`config.mk`:
```
export PLATFORM = sky130hd
export DESIGN_NAME = decode_ctrl_pipe
export DESIGN_NICKNAME = d
export VERILOG_FILES = /design/src/rtl/decode_ctrl_pipe_pkg.sv /design/src/rtl/decode_ctrl_pipe_opcode_decoder.sv /design/src/rtl/decode_ctrl_pipe.sv
export SDC_FILE = /design/constraint.sdc
export NUM_CORES = 1
export LEC_CHECK = 0
export ABC_AREA = 1
export CAP_MARGIN = 10
export CORE_MARGIN = 3
export CORE_UTILIZATION = 40
export CTS_CLUSTER_SIZE = 12
export DETAILED_ROUTE_END_ITERATION = 7
export PLACE_DENSITY = 0.72
export SLEW_MARGIN = 15
export SYNTH_ARGS = -nofsm -noshare
export SYNTH_HDL_FRONTEND = slang
export SYNTH_SLANG_ARGS = --single-unit
export TNS_END_PERCENT = 10
```
`constraint.sdc`:
```
create_clock -name CPU_CLK -period 3.5 [get_ports CPU_CLK]
set_clock_uncertainty 0.15 [all_clocks]
set_input_delay 0.7 -clock CPU_CLK [delete_from_list [all_inputs] [get_ports CPU_CLK]]
set_output_delay 0.7 -clock CPU_CLK [all_outputs]
set_load 0.05 [all_outputs]
```
`src/rtl/decode_ctrl_pipe_pkg.sv`:
```
// Shared constants and types for the RV32I decode-stage controller:
// immediate formats, major opcodes, control bundle and ID/EX register layout.
package decode_ctrl_pipe_pkg;

  typedef enum logic [2:0] {
    IMM_RTYPE = 3'd0,
    IMM_ITYPE = 3'd1,
    IMM_STYPE = 3'd2,
    IMM_BTYPE = 3'd3,
    IMM_UTYPE = 3'd4,
    IMM_JTYPE = 3'd5
  } imm_type_e;

  localparam logic [6:0] OPC_OP     = 7'b0110011;
  localparam logic [6:0] OPC_OP_IMM = 7'b0010011;
  localparam logic [6:0] OPC_LOAD   = 7'b0000011;
  localparam logic [6:0] OPC_STORE  = 7'b0100011;
  localparam logic [6:0] OPC_BRANCH = 7'b1100011;
  localparam logic [6:0] OPC_LUI    = 7'b0110111;
  localparam logic [6:0] OPC_AUIPC  = 7'b0010111;
  localparam logic [6:0] OPC_JAL    = 7'b1101111;
  localparam logic [6:0] OPC_JALR   = 7'b1100111;

  typedef struct packed {
    logic reg_write;
    logic mem_read;
    logic mem_write;
    logic branch;
    logic jal;
    logic jalr;
    logic alu_src2_imm;
    logic illegal;
  } ctrl_t;

  localparam ctrl_t CTRL_NONE = ctrl_t'(8'h00);

  typedef struct packed {
    imm_type_e  imm_type;
    ctrl_t      ctrl;
    logic [4:0] rd;
    logic [4:0] rs1;
    logic [4:0] rs2;
    logic       valid;
  } idex_t;

  localparam idex_t IDEX_BUBBLE = '{
    imm_type: IMM_RTYPE,
    ctrl:     CTRL_NONE,
    rd:       5'd0,
    rs1:      5'd0,
    rs2:      5'd0,
    valid:    1'b0
  };

  // A source only creates a dependency when the format actually reads it.
  function automatic logic src_match(input logic used, input logic [4:0] rs,
                                     input logic [4:0] rd);
    return used & (rs == rd);
  endfunction

endpackage

```
`src/rtl/decode_ctrl_pipe_opcode_decoder.sv`:
```
// Combinational opcode decode: immediate format, control bundle,
// source-register usage and illegal-opcode flag.
module decode_ctrl_pipe_opcode_decoder
  import decode_ctrl_pipe_pkg::*;
(
  input  logic [6:0] opcode_i,
  output logic [2:0] imm_type_o,
  output logic       reg_write_o,
  output logic       mem_read_o,
  output logic       mem_write_o,
  output logic       branch_o,
  output logic       jal_o,
  output logic       jalr_o,
  output logic       alu_src2_imm_o,
  output logic       illegal_o,
  output logic       rs1_used_o,
  output logic       rs2_used_o
);

  // Decode the major opcode into format select and control signals.
  always_comb begin
    imm_type_o     = IMM_RTYPE;
    reg_write_o    = 1'b0;
    mem_read_o     = 1'b0;
    mem_write_o    = 1'b0;
    branch_o       = 1'b0;
    jal_o          = 1'b0;
    jalr_o         = 1'b0;
    alu_src2_imm_o = 1'b0;
    illegal_o      = 1'b0;
    rs1_used_o     = 1'b0;
    rs2_used_o     = 1'b0;
    case (opcode_i)
      OPC_OP: begin
        imm_type_o  = IMM_RTYPE;
        reg_write_o = 1'b1;
        rs1_used_o  = 1'b1;
        rs2_used_o  = 1'b1;
      end
      OPC_OP_IMM: begin
        imm_type_o     = IMM_ITYPE;
        reg_write_o    = 1'b1;
        alu_src2_imm_o = 1'b1;
        rs1_used_o     = 1'b1;
      end
      OPC_LOAD: begin
        imm_type_o     = IMM_ITYPE;
        reg_write_o    = 1'b1;
        mem_read_o     = 1'b1;
        alu_src2_imm_o = 1'b1;
        rs1_used_o     = 1'b1;
      end
      OPC_STORE: begin
        imm_type_o     = IMM_STYPE;
        mem_write_o    = 1'b1;
        alu_src2_imm_o = 1'b1;
        rs1_used_o     = 1'b1;
        rs2_used_o     = 1'b1;
      end
      OPC_BRANCH: begin
        imm_type_o = IMM_BTYPE;
        branch_o   = 1'b1;
        rs1_used_o = 1'b1;
        rs2_used_o = 1'b1;
      end
      OPC_LUI, OPC_AUIPC: begin
        imm_type_o     = IMM_UTYPE;
        reg_write_o    = 1'b1;
        alu_src2_imm_o = 1'b1;
      end
      OPC_JAL: begin
        imm_type_o  = IMM_JTYPE;
        reg_write_o = 1'b1;
        jal_o       = 1'b1;
      end
      OPC_JALR: begin
        imm_type_o     = IMM_ITYPE;
        reg_write_o    = 1'b1;
        jalr_o         = 1'b1;
        alu_src2_imm_o = 1'b1;
        rs1_used_o     = 1'b1;
      end
      default: begin
        imm_type_o = IMM_RTYPE;
        illegal_o  = 1'b1;
      end
    endcase
  end

endmodule

```
`src/rtl/decode_ctrl_pipe.sv`:
```
// Decode-stage controller: ID/EX control register with flush/stall/bubble,
// load-use hazard detection and a saturating bubble counter.
module decode_ctrl_pipe
  import decode_ctrl_pipe_pkg::*;
#(
  parameter int BUBBLE_CNT_W = 16
) (
  input  logic                    CPU_CLK,
  input  logic                    CPU_RST,
  input  logic [31:0]             InstD,
  input  logic                    ValidD,
  input  logic                    StallE,
  input  logic                    FlushE,
  output logic [2:0]              ImmTypeD,
  output logic [2:0]              ImmTypeE,
  output logic                    RegWriteE,
  output logic                    MemReadE,
  output logic                    MemWriteE,
  output logic                    BranchE,
  output logic                    JalE,
  output logic                    JalrE,
  output logic                    AluSrc2ImmE,
  output logic [4:0]              RdE,
  output logic [4:0]              Rs1E,
  output logic [4:0]              Rs2E,
  output logic                    ValidE,
  output logic                    IllegalE,
  output logic                    LoadUseStall,
  output logic [BUBBLE_CNT_W-1:0] BubbleCnt
);

  logic [2:0]              imm_type_s;
  ctrl_t                   ctrl_s;
  logic                    rs1_used_s;
  logic                    rs2_used_s;
  logic [4:0]              rd_d_s;
  logic [4:0]              rs1_d_s;
  logic [4:0]              rs2_d_s;
  logic                    load_use_s;
  logic                    unused_inst_s;
  logic [BUBBLE_CNT_W-1:0] cnt_inc_s;
  idex_t                   idex_d;
  idex_t                   idex_q;
  logic [BUBBLE_CNT_W-1:0] bubble_cnt_d;
  logic [BUBBLE_CNT_W-1:0] bubble_cnt_q;

  assign rd_d_s        = InstD[11:7];
  assign rs1_d_s       = InstD[19:15];
  assign rs2_d_s       = InstD[24:20];
  assign unused_inst_s = ^{InstD[31:25], InstD[14:12]};

  decode_ctrl_pipe_opcode_decoder u_opcode_decoder (
    .opcode_i       (InstD[6:0]),
    .imm_type_o     (imm_type_s),
    .reg_write_o    (ctrl_s.reg_write),
    .mem_read_o     (ctrl_s.mem_read),
    .mem_write_o    (ctrl_s.mem_write),
    .branch_o       (ctrl_s.branch),
    .jal_o          (ctrl_s.jal),
    .jalr_o         (ctrl_s.jalr),
    .alu_src2_imm_o (ctrl_s.alu_src2_imm),
    .illegal_o      (ctrl_s.illegal),
    .rs1_used_o     (rs1_used_s),
    .rs2_used_o     (rs2_used_s)
  );

  // Writes to x0 never produce a value, so a load to x0 cannot cause a hazard.
  assign load_use_s = idex_q.valid & idex_q.ctrl.mem_read & (idex_q.rd != 5'd0) & ValidD &
                      (src_match(rs1_used_s, rs1_d_s, idex_q.rd) |
                       src_match(rs2_used_s, rs2_d_s, idex_q.rd));

  assign cnt_inc_s = (bubble_cnt_q == {BUBBLE_CNT_W{1'b1}}) ? bubble_cnt_q
                   : bubble_cnt_q + {{(BUBBLE_CNT_W-1){1'b0}}, 1'b1};

  // ID/EX next state: flush beats stall, stall beats the load-use bubble.
  always_comb begin
    idex_d       = idex_q;
    bubble_cnt_d = bubble_cnt_q;
    if (FlushE) begin
      idex_d       = IDEX_BUBBLE;
      bubble_cnt_d = cnt_inc_s;
    end else if (StallE) begin
      idex_d       = idex_q;
      bubble_cnt_d = bubble_cnt_q;
    end else if (load_use_s) begin
      idex_d       = IDEX_BUBBLE;
      bubble_cnt_d = cnt_inc_s;
    end else if (ValidD) begin
      idex_d.imm_type = imm_type_e'(imm_type_s);
      idex_d.ctrl     = ctrl_s;
      idex_d.rd       = rd_d_s;
      idex_d.rs1      = rs1_d_s;
      idex_d.rs2      = rs2_d_s;
      idex_d.valid    = 1'b1;
    end else begin
      idex_d = IDEX_BUBBLE;
    end
  end

  // ID/EX control register and bubble counter.
  always_ff @(posedge CPU_CLK or posedge CPU_RST) begin
    if (CPU_RST) begin
      idex_q       <= IDEX_BUBBLE;
      bubble_cnt_q <= {BUBBLE_CNT_W{1'b0}};
    end else begin
      idex_q       <= idex_d;
      bubble_cnt_q <= bubble_cnt_d;
    end
  end

  assign ImmTypeD     = imm_type_s;
  assign LoadUseStall = load_use_s;
  assign ImmTypeE     = idex_q.imm_type;
  assign RegWriteE    = idex_q.ctrl.reg_write;
  assign MemReadE     = idex_q.ctrl.mem_read;
  assign MemWriteE    = idex_q.ctrl.mem_write;
  assign BranchE      = idex_q.ctrl.branch;
  assign JalE         = idex_q.ctrl.jal;
  assign JalrE        = idex_q.ctrl.jalr;
  assign AluSrc2ImmE  = idex_q.ctrl.alu_src2_imm;
  assign IllegalE     = idex_q.ctrl.illegal;
  assign RdE          = idex_q.rd;
  assign Rs1E         = idex_q.rs1;
  assign Rs2E         = idex_q.rs2;
  assign ValidE       = idex_q.valid;
  assign BubbleCnt    = bubble_cnt_q;

endmodule

```
== Yosys cells after proc, flatten, opt, wreduce, memory -nomap -nowiden ==
Cells that the tools add are included.
Widths: inputs -> output; s select.

* Flip-flop bits (word level): 43
* Bits of input ports: 37
* Output and inout bits: 47
* Word-level logic and storage cells: 64

* $add $sub $neg: 1
* Equality and inequality tests: 13
* Muxes and demuxes: 19
* Bitwise gates (word level): 7
* Reductions and logical operators: 10

{| class="wikitable"
|+ Operator list
! kind !! number
|-
| $mux 27 || 4
|-
| $mux 16 || 4
|-
| $eq 7x6->1 const B || 3
|-
| $eq 7x7->1 const B || 3
|-
| $add 16x1->16 const B || 1
|-
| $eq 16x16->1 const B || 1
|-
| $pmux 3 s5 || 1
|-
| $eq 7x5->1 const B || 2
|-
| $reduce_or 6->1 || 2
|-
| $eq 5x5->1 || 2
|-
| $mux 1 || 10
|-
| $reduce_or 9->1 || 1
|-
| $eq 7x2->1 const B || 1
|-
| $reduce_or 7->1 || 1
|-
| $and 1x1->1 || 6
|-
| $reduce_or 3->1 || 2
|-
| $reduce_bool 5->1 || 1
|-
| $ne 2x1->1 const B || 1
|-
| $reduce_and 2->1 || 1
|-
| $reduce_bool 2->1 || 1
|-
| $reduce_or 2->1 || 1
|-
| $or 1x1->1 || 1
|}

== Longest topological paths before layout ==
Gate-level depths: netlist of run 1.

* Word-level depth: 9
* Gate-level depth with buffers: 14
* Mapped depth without buffers: 13

== Cells and area by module ==
A second synthesis of run 1 with hierarchy kept.

* Cell total of the unflattened synthesis: 366
* Area, all modules: 2665.1 µm²

{| class="wikitable"
|+ Modules (own cells, without submodules)
! module !! times used !! cells an instance !! area an instance (µm²)
|-
| decode_ctrl_pipe || 1 || 319 || 2422.3
|-
| decode_ctrl_pipe_opcode_decoder || 1 || 47 || 242.7
|}

== Worst setup path after synthesis of run 1 ==
No wires, ideal clock.

* Kind: input -> output
* From: in InstD[1]
* To: out ImmTypeD[0]
* Arrival time: 2.253 ns
* Setup slack: 0.397 ns
* Stages: 8
* Path through: nand2_1 inv_2 nand2_1 nor2_1 inv_1 nor2_1 inv_1 nand2_1

* Cells in the longest elaborated chain, start to end: 3

{| class="wikitable"
|+ Ends and longest elaborated chain
! item !! line !! text
|-
| from (decl) || decode_ctrl_pipe.sv:10 || <nowiki>input logic [31:0] InstD,</nowiki>
|-
| $eq 7x5->1, or another cell as far along || decode_ctrl_pipe_opcode_decoder.sv:33 || <nowiki>case (opcode_i)</nowiki>
|-
| $reduce_or 3->1 (no line) / $reduce_or 2->1 (equally long branches) || -- ||
|-
| $pmux 3 s5 (*) || decode_ctrl_pipe_opcode_decoder.sv:33 ||
|-
| to (decl) || decode_ctrl_pipe.sv:14 || <nowiki>output logic [2:0] ImmTypeD,</nowiki>
|}

Every way passes the cells marked *; elsewhere a longest branch is shown, timed or not.

== Worst setup path in the final report of run 1 ==
* From: in InstD[5]
* To: out LoadUseStall

* Cells in the longest elaborated chain, start to end: 6

{| class="wikitable"
|+ Ends and longest elaborated chain
! item !! line !! text
|-
| $eq 7x6->1, or another cell as far along || decode_ctrl_pipe_opcode_decoder.sv:33 ||
|-
| $reduce_or 6->1 (no line) / $reduce_or 3->1 (equally long branches) || -- ||
|-
| $mux 1 || decode_ctrl_pipe_opcode_decoder.sv:33 ||
|-
| $and 1x1->1 || decode_ctrl_pipe_pkg.sv:58 || <nowiki>return used & (rs == rd);</nowiki>
|-
| $or 1x1->1 (*) || decode_ctrl_pipe.sv:69 || <nowiki>(src_match(rs1_used_s, rs1_d_s, idex_q.rd) |</nowiki>
|-
| $and 1x1->1 (*) || decode_ctrl_pipe.sv:68 || <nowiki>assign load_use_s = idex_q.valid & idex_q.ctrl.mem_read & (idex_q.rd != 5'd0) & ValidD &</nowiki>
|-
| to (decl) || decode_ctrl_pipe.sv:28 || <nowiki>output logic LoadUseStall,</nowiki>
|}

Marks and branches as above.

==> results by stage, run 1 <==
Run status:
- The run finished with clean final reports.

Setup path:
- STA classifies the critical path startpoint as a primary input.
- The required time of the critical path is 2650 ps.
- The kind of critical path is primary input to output pin.
- The arrival time at the worst endpoint is 2250 ps.
- STA classifies the critical path endpoint as an output pin.
- The largest fanout on the critical path is 4.
- Measured in cells, the most critical reg-to-reg path has a length of 8.

Power and ir drop:
- The switching share of power is 31.9%.
- The cell-internal power is 0.000872 W.
- The combinational share of power is 24.9%.
- Of the total power, the clock network draws 31.4%.
- The completed layout was analyzed and its total power is 0.00128 W.
- Per report_power, the sequential group accounts for 43.7% of the total.
- The peak supply drop is 215 uV.
- The net switching power figure is 0.000409 W.
- Dividing total power by cell area gives a power density of 387 nW/um2.
- The static leakage power is 1.55 nW.

Final layout:
- Leaving out filler cells and counting taps, the final layout contains 454.
- The final standard cell utilization of the core is 58.7%.
- The final layout contains 419 nets.
- In the final layout, the share of cells above drive strength 1 is 8.12%.
- After filler insertion, the fill cell instance count of the layout stands at 496.
- The repair_antennas step left the layout with diodes totalling 0.
- From synthesis to final layout, the design area changed by 38.9%.

Place:
- The number of placed instances, taps included, is 446.
- The routability-driven placement congestion ratio is 0.844.
- Summed over all nets, the half-perimeter wirelength after detailed placement is 4360 um.
- The total of buffers placed on input and output ports is 73.

Synthesis:
- During synthesis, Yosys emitted a total of 0 warnings.
- The summed instance area of the synthesized netlist is 2390 um2.
- Sorting the synthesized cells by area gives the leading types as dfrtp_1 45%, nand2_1 14%, inv_1 6.6%.
- In this run, distinct cell masters in the synthesized netlist total 28.
- Synthesis produced a netlist whose cell count is 307.
- The share of the synthesized area in the top cell type is 45.1%.
- The library cell with the largest summed area after synthesis is dfrtp_1.
- The share of synthesized registers carrying an async set or reset is 100%.
- Summing the sequential cell areas from Yosys gives 45.1% of the chip area.
- The total of flip-flops plus latches after synthesis is 43.
- The prevailing post-synth register cell is dfrtp_1.
- The number of nets handed over by synthesis was 345.
- The average footprint of a synthesized cell is 7.77 um2.
- In this run, synthesis inferred 0 flip-flops with an integrated enable.

Timing:
- Adding up every negative setup slack in the final design gives 0 ps.
- The worst hold-check slack is 343 ps.
- Headroom to the max-slew limit came out at 43.1%.
- At the pin with the least slew margin, the transition time is 853 ps.
- Derived from the worst setup path, the maximum achievable clock frequency is 323 MHz.
- The final critical path takes up 88.4% of the cycle.
- The final setup violation count is 0.
- The final count of pins violating max slew is 0.
- Setup repair after global routing left no endpoint under its margin.
- The shortest period the worst path allows is 3100 ps.
- The hold violation total from the final report is 0.

Die:
- The core outline area is 5640 um2.
- For this configuration, the core starts out at a cell density of 42.3%.
- The floorplan step set the die width to 83.2 um.
- In this run the vertical extent of the chip is 83.2 um.
- The die footprint is 6930 um2.
- 84 I/O pins were placed.
- Row generation in the floorplan step produced 27 rows.

Detailed routing:
- The routed via count divided by cell count is 4.93.
- The number of nets with antenna violations after routing is 0.
- The total number of vias is 2,237.
- The first detailed-routing pass took 4 iterations.
- In this run, the number of DRC markers left after iteration 0 of detailed routing was 172.
- The post-detailed-route wirelength per cell is 13.2 um.
- The overall routed net length is 6010 um.
- For this run, design rule violations remaining after detail routing come to 0.

Clock tree:
- The clock buffer count from CTS is 5.
- In this run the post-CTS setup repair buffer count came out at 0.
- The quantity of hold-fixing buffers added after cts is 0.
- CTS built an H-tree with a depth of 2.
- The maximum clock path buffer count is 2.
- After clock tree synthesis, the clock-pin slew on the worst setup and hold paths is 80 ps.
- The tree is rooted in a clkbuf_8.
- The number of sinks on the clock net is 43.
- The TritonCTS clock tree is built.
- The clock insertion delay at the later pin of the skew report is 290 ps.
- The number of gates resized after CTS was 0.

Run:
- Max-cap violations in this run came to 0.

Worst hold path:
- The path class of the tightest hold or removal check is flip-flop to flip-flop.
- The depth of the worst hold-timing path is 2.

GRT:
- The via count of the first global-routing pass is 2,113.
- Entering global routing, the biggest net connects 44 pins.
- The wire length of the first global-routing pass is 10,100 um.
- Summed over all layers, the global routing overflow is 0.
- The number of antenna violations at the first check in global routing is 0.
- The aggregate global-route resource usage is 17.5%.
==> critical path, cell delays in order <==
cell             delay (ps)
clkdlybuf4s50_1         530
nand2_1                 110
nor2_1                  130
nand2_1                  80
nand2_1                 140
nor2_1                   80
nor2_1                  130
nand2_2                 100
inv_1                   100
buf_12                  140
==> sequential cells by signal, summed over array words and instances, names as in the netlist <==
signal	flops
MemReadE	1
JalrE	1
RegWriteE	1
AluSrc2ImmE	1
ValidE	1
Rs1E	5
Rs2E	5
RdE	5
JalE	1
MemWriteE	1
ImmTypeE	3
IllegalE	1
BranchE	1
BubbleCnt	16
==> through the flow <==
| step | area, um2 | worst slack, ps |
|---|---|---|
| floorplan | 2390 | 397 |
| global placement | 3200 | 428 |
| detailed placement | 3200 | 432 |
| CTS | 3310 | 419 |
| global route | 3310 | 243 |
| finish | 3310 | 405 |
==> layout by cell type (no fill, tap or decap) <==
cell              n
nand4_1          23
nor3_1            7
a21oi_1           2
buf_4             5
nor2_4            1
nor2_1           19
o21ai_1          17
o22ai_1           2
nand3b_1          1
and3b_1           1
buf_12            3
nand3_2           8
clkbuf_8          6
o21ai_0           8
inv_1            41
bufinv_16         1
or3_1             1
xnor2_1           5
clkinv_1          2
clkdlybuf4s50_1  69
nand2_1          87
dfrtp_1          43
nand2_2           1
nand3_1          12
ha_1              1
xor2_1           10
nor3_2            1
clkinv_2          1
nand2_4           1
inv_2             3
==> synth_stat cells (2+ instances only) <==
cell type	instances
a21oi_1	2
nand4_1	23
buf_6	3
xnor2_1	5
buf_2	3
nand3_1	12
xor2_1	10
o21ai_1	17
o21ai_0	8
inv_1	42
nand2_1	87
nor3_1	7
nand3_2	8
dfrtp_1	43
nor2_1	19
clkbuf_1	3
inv_2	3
o22ai_1	2
==> final cells by class <==
type,instances,area (um2),share of cell area (%)
clock inverters,2,35.0,1.06
multi-input cells,208,1070,32.3
flip-flops and latches,43,1080,32.5
well taps,72,90.1,2.72
inverters,46,173,5.21
clock buffers,6,82.6,2.49
repair buffers,77,788,23.8
==> routing by layer <==
metal / up-vias / wire (um) / track usage (%)
li1: 1133 / - / -
met1: 1034 / 2620 / 23.1
met2: 62 / 3010 / 29.5
met3: 8 / 310 / 3.08
met4: 0 / 65 / 4.90
met5: - / 0 / 0
==> logic make-up (layout without fill, tap and decap cells) <==
group / after synthesis / in the layout / share of synthesized area (%)
simple gates: 163 / 163 / 32.6
buf+inv: 56 / 131 / 10.1
flops: 43 / 43 / 45.1
compound gates: 29 / 29 / 6.19
xor+xnor: 15 / 15 / 5.51
fa+ha+maj: 1 / 1 / 0.524
==> power groups by stage <==
| stage | clock network [W] | registers [W] | logic, W |
|---|---|---|---|
| after global routing | 0.000430 | 0.000565 | 0.000344 |
| after CTS | 0.000412 | 0.000560 | 0.000322 |
| final | 0.000403 | 0.000560 | 0.000319 |
| after floorplan | 0 | 0.000666 | 0.000101 |
| after global placement | 0 | 0.000568 | 0.000316 |
| after detailed placement | 0 | 0.000570 | 0.000321 |
==> final timing paths <==
kind	from	endpoint	slack [ps]
worst max-delay path	InstD[5]	LoadUseStall	400
worst min-delay path	Rs2E[2]	Rs2E[2]	340
worst max register to register	BubbleCnt[0]	BubbleCnt[12]	1030
worst min register to register	Rs2E[2]	Rs2E[2]	340
max in group asynchronous	CPU_RST	RegWriteE	2130
min in group asynchronous	CPU_RST	Rs2E[0]	700
(Power assumes the default switching activity.)
==> run 2: changes to the inputs <==
CORE_UTILIZATION = 49   (was 40)
PLACE_DENSITY = 0.86   (was 0.72)
SKIP_CTS_REPAIR_TIMING = 1   (was unset)
==> results by stage, run 2 (synthesis results as in run 1) <==
Detailed routing:
- The routed via count divided by cell count is 5.08 (was 4.93).
- The total number of vias is 2,270 (was 2,237).
- The overall routed net length is 6000 um (was 6010 um).
- The number of DRC violations after detailed-routing iteration 0 is 237 (was 172).
- The number of nets with antenna violations after routing came to 0 (unchanged).
- The number of iterations in the first detailed-routing pass is 4 (unchanged).
- The post-detailed-route wirelength per cell is 13.4 um (was 13.2 um).
- The DRC violation count after routing is 0 (unchanged).

Final layout:
- The number of filler instances in the final layout is 340 (was 496).
- The final standard cell utilization of the core is 72.1% (was 58.7%).
- Leading cell types in the layout, fill and taps excluded: 87 x nand2_1, 69 x clkdlybuf4s50_1, 43 x dfrtp_1 (unchanged).
- The antenna diode instance count is 0 (unchanged).
- The leading cell type in the layout, fill and taps excluded is nand2_1 (unchanged).
- The share of post-route cells with drive strength above 1 is 7.59% (was 8.12%).
- The layout overhead on the synthesized area is 37.0% (was 38.9%).
- The final non-filler cell total is 447 (was 454).
- The number of flip-flops under the largest register name is 16 (unchanged).
- The total number of nets in the final design is 419 (unchanged).

Die:
- The core outline area is 4530 um2 (was 5640 um2).
- The starting utilization of the core area came to 52.6% (was 42.3%).
- The standard-cell row count came to 24 (was 27).
- The I/O pin count is 84 (unchanged).
- The die footprint was 5740 um2 (was 6930 um2).
- The width of the die came to 75.8 um (was 83.2 um).
- The die height is 75.8 um (was 83.2 um).

Timing:
- The pin slew with the least headroom to its limit is 863 ps (was 853 ps).
- The worst hold-check slack is 337 ps (was 343 ps).
- The normalized max-slew margin was 42.5% (was 43.1%).
- The hold violation total from the final report came to 0 (unchanged).
- The final count of pins violating max slew is 0 (unchanged).
- RSZ-0062 raised after global routing: no (unchanged).
- The final worst-path cycle share was 90.1% (was 88.4%).
- The shortest period the worst path allows came to 3150 ps (was 3100 ps).
- The timing-limited maximum frequency came to 317 MHz (was 323 MHz).
- The final setup violation count was 0 (unchanged).
- The aggregate negative setup slack is 0 ps (unchanged).

Clock tree:
- The maximum clock path buffer count is 2 (unchanged).
- The TritonCTS clock tree is built (unchanged).
- The register clock-pin slew on the reported worst setup and hold paths is 80 ps (about the same).
- The depth of the CTS H-tree was 2 (unchanged).
- The clock insertion delay at the later pin of the skew report is 290 ps (about the same).
- The clock root buffer master is clkbuf_8 (unchanged).
- The clock buffer count from CTS came to 5 (unchanged).
- The number of sinks on the clock net was 43 (unchanged).

GRT:
- The aggregate global-route resource usage is 22.1% (was 17.5%).
- The via count of the first global-routing pass is 2,157 (was 2,113).
- The number of antenna violations at the first check in global routing is 0 (unchanged).
- The largest net degree at the start of global routing is 27 (was 44).
- The wire length of the first global-routing pass was 9820 um (was 10,100 um).
- The total congestion overflow after global routing was 0 (unchanged).

Setup path:
- The kind of critical path is primary input to output pin (unchanged).
- The register-to-register setup slack is 1040 ps (was 1030 ps).
- The arrival time at the worst endpoint is 2300 ps (was 2250 ps).
- The family of cells with the greatest summed delay on the critical path was buffers and inverters (unchanged).
- The kind of start point of the critical path is a primary input (unchanged).
- Critical path cell sequence: clkdlybuf4s50_1 -> nand2_1 -> nor2_1 -> nand2_1 -> nand2_1 -> nor2_1 -> nor2_1 -> nand2_2 -> inv_1 -> buf_12 (unchanged).
- The critical path endpoint category is an output pin (unchanged).
- The required time of the critical path came to 2650 ps (about the same).
- The stage delay of the slowest cell on the critical path came to 530 ps (about the same).
- The cell with the largest stage delay on the worst path is clkdlybuf4s50_1 (unchanged).
- The largest fanout on the critical path is 4 (unchanged).
- The buffering stage count on the worst path with inverters included is 3 (unchanged).

Run:
- The number of max-cap violations is 0 (unchanged).

Place:
- The placed cell count is 439 (was 446).
- The routability-driven placement congestion ratio is 0.872 (was 0.844).
- The total of buffers placed on input and output ports is 73 (unchanged).
- The detailed placer's ending HPWL was 4490 um (was 4360 um).

Worst hold path:
- The path class of the lowest-slack min-delay path is flip-flop to flip-flop (unchanged).

Run status:
- Result of the run: finished clean (unchanged).

Power and ir drop:
- The static leakage power is 1.53 nW (was 1.55 nW).
- The peak supply drop is 212 uV (was 215 uV).
- The power density over cell area was 363 nW/um2 (was 387 nW/um2).
-- run 2: changes by cell type in the layout (fill, tap and decap cells not counted), sizes merged --
cell / change
bufinv: -1
clkbuf: +1
-- run 2: path summary, 6_finish.rpt --
check	startpoint	end	cells after the start
worst max-delay path	InstD[5]	LoadUseStall	10
worst max register to register	BubbleCnt[0]	BubbleCnt[3]	8
worst min register to register	MemWriteE	MemWriteE	2
min in group asynchronous	CPU_RST	BubbleCnt[5]	2
worst min-delay path	MemWriteE	MemWriteE	2
max in group asynchronous	CPU_RST	RdE[3]	3
-- run 2: layout make-up --
class | instances | area [um2] | share of cell area (%)
clock buffer | 7 | 76.3 | 2.33
multi-input combinational | 208 | 1070 | 32.7
timing repair buffer | 77 | 788 | 24.1
sequential | 43 | 1080 | 32.9
tap | 65 | 81.3 | 2.49
clock inverter | 1 | 5.00 | 0.153
inverter | 46 | 173 | 5.28
-- run 2: worst register-to-register path, stage by stage, from the launching register on --
cell and delay (ps):
dfrtp_1 430, ha_1 250, nand3_2 130, nor2_4 60, nand3_2 70, or3_1 680
nand3_2 390, nand2_1 140, nand2_1 60
-- run 2: layer usage --
metal	global-route usage (%)	up-vias	part of all wire, %
met1	29.2	1055	44
met3	3.56	9	5.3
li1	-	1136	-
met5	0	-	0
met2	37.5	70	49
met4	6.21	0	1.2
-- run 2: metrics by stage --
stage	power [W]	worst slack, ps	area, um2
finish	0.00119	347	3270
floorplan	0.000767	397	2390
detailed placement	0.000889	378	3190
global route	0.00124	162	3270
CTS	0.00119	374	3270
global placement	0.000881	418	3190
-- run 2: where the power goes --
group | internal (W) | leakage, nW | total (W) | switching, W
Combinational | 0.000116 | 0.898 | 0.000320 | 0.000203
Clock | 0.000140 | 0.0422 | 0.000308 | 0.000168
Sequential | 0.000525 | 0.588 | 0.000558 | 0.0000331
Total | 0.000782 | 1.53 | 0.00119 | 0.000405
==> run 3: changes to the inputs <==
HOLD_SLACK_MARGIN = 0.1   (was unset)
==> results of run 3 <==
No change in the layout: final DEF, timing and power equal those of run 2.
